### src/rtl/mp_add_seq_pkg.sv
// Shared types and helpers for the multi-precision add sequencer.
package mp_add_seq_pkg;

  typedef enum logic [1:0] {
    IDLE = 2'd0,
    RUN  = 2'd1,
    DONE = 2'd2
  } state_t;

  // Slice index width; a single-slice build still needs a 1-bit index.
  function automatic int idx_width(input int words);
    return (words < 2) ? 1 : $clog2(words);
  endfunction

endpackage

### src/rtl/mp_add_seq_rc_adder.sv
// rc_adder: plain WIDTH-bit ripple-carry adder shared by the sequencer.
module rc_adder #(
  parameter int WIDTH = 8
) (
  input  logic [WIDTH-1:0] a,
  input  logic [WIDTH-1:0] b,
  input  logic             cin,
  output logic [WIDTH-1:0] sum,
  output logic             cout
);

  logic [WIDTH:0] c;

  assign c[0] = cin;

  for (genvar gi = 0; gi < WIDTH; gi++) begin : g_fa
    assign sum[gi]  = a[gi] ^ b[gi] ^ c[gi];
    assign c[gi+1]  = (a[gi] & b[gi]) | (c[gi] & (a[gi] ^ b[gi]));
  end

  assign cout = c[WIDTH];

endmodule

### src/rtl/mp_add_seq.sv
// Multi-precision add sequencer: one WIDTH-bit adder walks WORDS slices, LSB first.
// Optional subtract mode is enabled by defining MP_ADD_SEQ_SUB_EN.
module mp_add_seq
  import mp_add_seq_pkg::*;
#(
  parameter int WIDTH = 8,
  parameter int WORDS = 4
) (
  input  logic                   clk,
  input  logic                   resetn,
  input  logic                   in_valid,
  output logic                   in_ready,
  input  logic [WIDTH*WORDS-1:0] first_term,
  input  logic [WIDTH*WORDS-1:0] second_term,
  input  logic                   carry_in,
`ifdef MP_ADD_SEQ_SUB_EN
  input  logic                   sub,
`endif
  output logic                   out_valid,
  input  logic                   out_ready,
  output logic [WIDTH*WORDS-1:0] sum_out,
  output logic                   carry_out,
  output logic                   busy
);

  localparam int OPW = WIDTH * WORDS;
  localparam int IW  = idx_width(WORDS);
  localparam logic [IW-1:0] LAST_IDX = IW'(WORDS - 1);

  state_t           state_q, state_d;
  logic [IW-1:0]    idx_q, idx_d;
  logic [OPW-1:0]   a_q, a_d;
  logic [OPW-1:0]   b_q, b_d;
  logic [OPW-1:0]   sum_q, sum_d;
  logic             carry_q, carry_d;
  logic             cout_q, cout_d;

  logic [WIDTH-1:0] a_slice, b_slice, add_sum;
  logic             add_cout;

  assign a_slice = a_q[int'(idx_q)*WIDTH +: WIDTH];
  assign b_slice = b_q[int'(idx_q)*WIDTH +: WIDTH];

  rc_adder #(.WIDTH(WIDTH)) u_rc_adder (
    .a    (a_slice),
    .b    (b_slice),
    .cin  (carry_q),
    .sum  (add_sum),
    .cout (add_cout)
  );

  always_comb begin
    state_d = state_q;
    idx_d   = idx_q;
    a_d     = a_q;
    b_d     = b_q;
    sum_d   = sum_q;
    carry_d = carry_q;
    cout_d  = cout_q;
    case (state_q)
      IDLE: begin
        if (in_valid) begin
          a_d     = first_term;
          b_d     = second_term;
          carry_d = carry_in;
`ifdef MP_ADD_SEQ_SUB_EN
          // A - B == A + ~B + 1
          if (sub) begin
            b_d     = ~second_term;
            carry_d = 1'b1;
          end
`endif
          idx_d   = '0;
          state_d = RUN;
        end
      end
      RUN: begin
        sum_d[int'(idx_q)*WIDTH +: WIDTH] = add_sum;
        carry_d = add_cout;
        if (idx_q == LAST_IDX) begin
          cout_d  = add_cout;
          idx_d   = '0;
          state_d = DONE;
        end else begin
          idx_d = idx_q + 1'b1;
        end
      end
      DONE: begin
        if (out_ready) state_d = IDLE;
      end
      default: state_d = IDLE;
    endcase
  end

  always_ff @(posedge clk or negedge resetn) begin
    if (!resetn) begin
      state_q <= IDLE;
      idx_q   <= '0;
      a_q     <= '0;
      b_q     <= '0;
      sum_q   <= '0;
      carry_q <= 1'b0;
      cout_q  <= 1'b0;
    end else begin
      state_q <= state_d;
      idx_q   <= idx_d;
      a_q     <= a_d;
      b_q     <= b_d;
      sum_q   <= sum_d;
      carry_q <= carry_d;
      cout_q  <= cout_d;
    end
  end

  // Status outputs decode the registered state only.
  assign in_ready  = (state_q == IDLE);
  assign out_valid = (state_q == DONE);
  assign busy      = (state_q == RUN);
  assign sum_out   = sum_q;
  assign carry_out = cout_q;

endmodule

### config.mk
export PLATFORM = sky130hd
export DESIGN_NAME = mp_add_seq
export DESIGN_NICKNAME = d
export VERILOG_FILES = /design/src/rtl/mp_add_seq_pkg.sv /design/src/rtl/mp_add_seq_rc_adder.sv /design/src/rtl/mp_add_seq.sv
export SDC_FILE = /design/constraint.sdc
export NUM_CORES = 1
export LEC_CHECK = 0
export CORE_ASPECT_RATIO = 0.8
export CORE_MARGIN = 8
export CORE_UTILIZATION = 45
export DETAILED_ROUTE_END_ITERATION = 16
export GPL_TIMING_DRIVEN = 0
export PLACE_DENSITY = 0.76
export RECOVER_POWER = 100
export SYNTH_ARGS = -nofsm -noshare
export SYNTH_HDL_FRONTEND = slang
export SYNTH_SLANG_ARGS = --single-unit
### constraint.sdc
create_clock -name clk -period 4 [get_ports clk]
set_input_delay 0.4 -clock clk [delete_from_list [all_inputs] [get_ports clk]]
set_output_delay 0.4 -clock clk [all_outputs]
set_load 0.01 [all_outputs]
==> impl_metrics.env <==
export IMPL_grt_max_degree=54
export IMPL_synth_avg_cell_area_um2=15.4
export IMPL_syn_cell_area_um2=4470
export IMPL_synth_warnings=0
export IMPL_via_per_inst=5.34
export IMPL_yosysTopAreaCell="dfrtp_1"
export IMPL_area_growth_pct=35.7
export IMPL_power_density_nw_per_um2=903
export IMPL_rsz0062_at_grt="yes"
export IMPL_peakVddDrop_mv=0.421
export IMPL_power_leakage_uw=0.00262
export IMPL_cts_buffers=9
export IMPL_final_setup_viol_count=4
export IMPL_placed_area_um2=5740
export IMPL_r2r_setup_slack_ns=-0.19
export IMPL_tightestPinTransition_ns=2.68
export IMPL_maxCapViolations=1
export IMPL_drt_iter0_markers=257
export IMPL_p_clk_frac=0.169
export IMPL_drive_gt1_frac=0.290
export IMPL_cts_hold_buf=0
export IMPL_cts_htree_levels=3
export IMPL_final_area_um2=6070
export IMPL_synth_cell_types=29
export IMPL_cp_data_arrival_time_ns=4.42
export IMPL_violations="capacitance limit, slew limit, setup timing"
export IMPL_routed_wl_um=11000
export IMPL_synth_nets=373
export IMPL_run_status="complete, but fails checks"
export IMPL_synth_adder_area_share=0.0526
export IMPL_finClkSkew_ns=0.00775
export IMPL_post_route_period_util=1.05
export IMPL_final_max_slew_viol_count=54
export IMPL_relSlewSlack=-0.787
export IMPL_synth_top_area_frac=0.571
export IMPL_cts_path_max_buffers=2
export IMPL_synth_edf_count=0
export IMPL_final_min_clock_period_ns=4.19
export IMPL_seq_power_share=0.318
export IMPL_die_x_um=127
export IMPL_ys_ff_latch=102
export IMPL_seq_area_frac_synth=0.571
export IMPL_io_pins=105
export IMPL_synthTopCellsByArea="dfrtp_1 57%, mux2_2 16%, mux4_2 8.1%"
export IMPL_yosys_top_cells_count="102 x dfrtp_1, 65 x mux2_2, 28 x o2bb2ai_1"
export IMPL_cp_start_kind="flip-flop"
export IMPL_path_clk_slew_ns=0.07
export IMPL_port_buffers=104
export IMPL_place_gp_congestion=0.783
export IMPL_antenna_found_initial=0
export IMPL_p_int_uw=3460
export IMPL_worstHoldPathType="reg2reg"
export IMPL_route_detailed_drc=0
export IMPL_dieArea_um2=13400
export IMPL_synth_flop_cell="dfrtp_1"
export IMPL_post_drt_wl_per_cell_um=20.0
export IMPL_synth_top_family_by_area="multiplexers"
export IMPL_insertion_delay_ns=0.34
export IMPL_clock_root_buffer="clkbuf_16"
export IMPL_async_flop_share=1.00
export IMPL_timing_final_ws_setup_ns=-0.191
export IMPL_track_usage=0.170
export IMPL_vias=2938
export IMPL_die_h_um=105
export IMPL_synthXorXnorAreaFrac=0
export IMPL_ant_nets=0
export IMPL_dpl_hpwl_um=8140
export IMPL_dp_cells=531
export IMPL_grt_first_pass_wirelength_um=17700
export IMPL_initial_core_util=0.464
export IMPL_max_freq_mhz=239
export IMPL_core_area_um2=9650
export IMPL_netlist_instances=290
export IMPL_detail_route_first_pass_iterations=4
export IMPL_synth_compound_area_frac=0.0727
export IMPL_final_net_count=493
export IMPL_rows=32
export IMPL_total_power_uw=5490
export IMPL_worstSetupPathType="reg2reg"
export IMPL_hold_viol=0
export IMPL_power_net_switching_uw=2030
export IMPL_grt_ovfl_total=0
export IMPL_fin_cells=550
export IMPL_sw_frac_of_total=0.370
export IMPL_post_synth_top_count_cell="dfrtp_1"
export IMPL_hold_ws_ns=0.488
export IMPL_tritoncts="built"
export IMPL_grt_pass1_vias=3268
export IMPL_crit_path_max_fanout=3
export IMPL_muxShareOfSynthArea=0.244
export IMPL_antenna_cells=0
export IMPL_synth_simple_area_share=0.0302
export IMPL_crit_path_end_kind="flip-flop"
export IMPL_clock_sinks=102
export IMPL_required_ns=4.23
export IMPL_pwr_share_comb=0.512
==> logic make-up (layout without fill, tap and decap cells) <==
group / after synthesis / after routing
buf+inv: 32 / 156
fa+ha+maj: 14 / 14
simple gates: 22 / 22
flops: 102 / 102
compound gates: 39 / 39
mux: 81 / 81
==> critical path, stage by stage, from the launching register on <==
cell     delay [ns]
dfrtp_2        0.45
buf_12         0.14
mux4_2         0.34
inv_2          0.04
fa_2           0.34
fa_2           0.36
fa_2           0.34
fa_2           0.36
fa_2           0.36
fa_2           0.37
inv_2          0.07
fa_2           0.20
fa_2           0.47
a22o_1         0.22
==> routing by layer <==
metal	wire, um	vias to the layer above	global-route usage
met1	4960	1526	0.232
li1	-	1304	-
met4	61	0	0.0305
met3	774	7	0.0579
met2	5190	101	0.262
met5	0	-	0
==> power groups by stage <==
stage / Combinational (uW) / Sequential, uW / Clock [uW]
2_1_floorplan: 1800 / 1720 / 0
3_3_place_gp: 2660 / 1740 / 0
3_5_place_dp: 2720 / 1770 / 0
4_1_cts: 2850 / 1750 / 940
5_1_grt: 3060 / 1800 / 988
6_report: 2810 / 1740 / 929
==> area by class of cell <==
type | count | area (um2)
buffer | 12 | 75.1
clock buffer | 10 | 229
clock inverter | 5 | 83.8
fill | 718 | 3580
inverter | 20 | 75.1
multi-input combinational | 156 | 1820
sequential | 102 | 2550
tap | 136 | 170
timing repair buffer | 109 | 1070
==> registers in the layout (all words and copies together), names as in the netlist <==
signal     count
carry_q        1
sum_out       32
a_q           32
idx_q          2
state_q        2
b_q           32
carry_out      1
==> worst paths after layout <==
path / to / start / depth (start not counted)
hold / removal: sum_out[2] / sum_out[2] / 1
max in group asynchronous: idx_q[0] / resetn / 2
setup reg to reg: sum_out[15] / idx_q[0] / 13
setup / recovery: sum_out[15] / idx_q[0] / 13
hold reg to reg: sum_out[2] / sum_out[2] / 1
min in group asynchronous: sum_out[15] / resetn / 1
==> metrics by stage <==
stage                     setup TNS (ns)  setup WS, ns   util
final                             -0.645        -0.191  0.629
after global routing               -1.37        -0.294  0.629
after CTS                         -0.947        -0.245  0.632
after detailed placement           -2.84        -0.468  0.595
after global placement           -119.10         -1.50  0.592
after floorplan                  -0.0246       -0.0246      -
==> placed cells by master, fill, tap and decap left out, types with 2 or more instances in the layout <==
cell and n:
mux2_2 65, clkbuf_1 11, o2bb2ai_1 26, dlygate4sd3_1 37
mux4_2 16, o21ai_0 2, o2bb2ai_2 2, clkdlybuf4s50_1 66
o31ai_1 2, nor2_1 2, clkbuf_16 9, bufinv_16 2
nand2_1 8, inv_2 4, clkinvlp_4 2, a22o_1 4
ha_1 6, buf_4 5, nand3_1 2, fa_2 8
dfrtp_1 101, inv_1 16
==> what timing repair did <==
action | 4_1_cts | 5_1_grt
setup endpoints to repair | 10 | 8
pin swaps | 4 | 4
buffers inserted | 4 | 0
gates resized for setup | 7 | 4
Power figures use the tool's default switching activity.
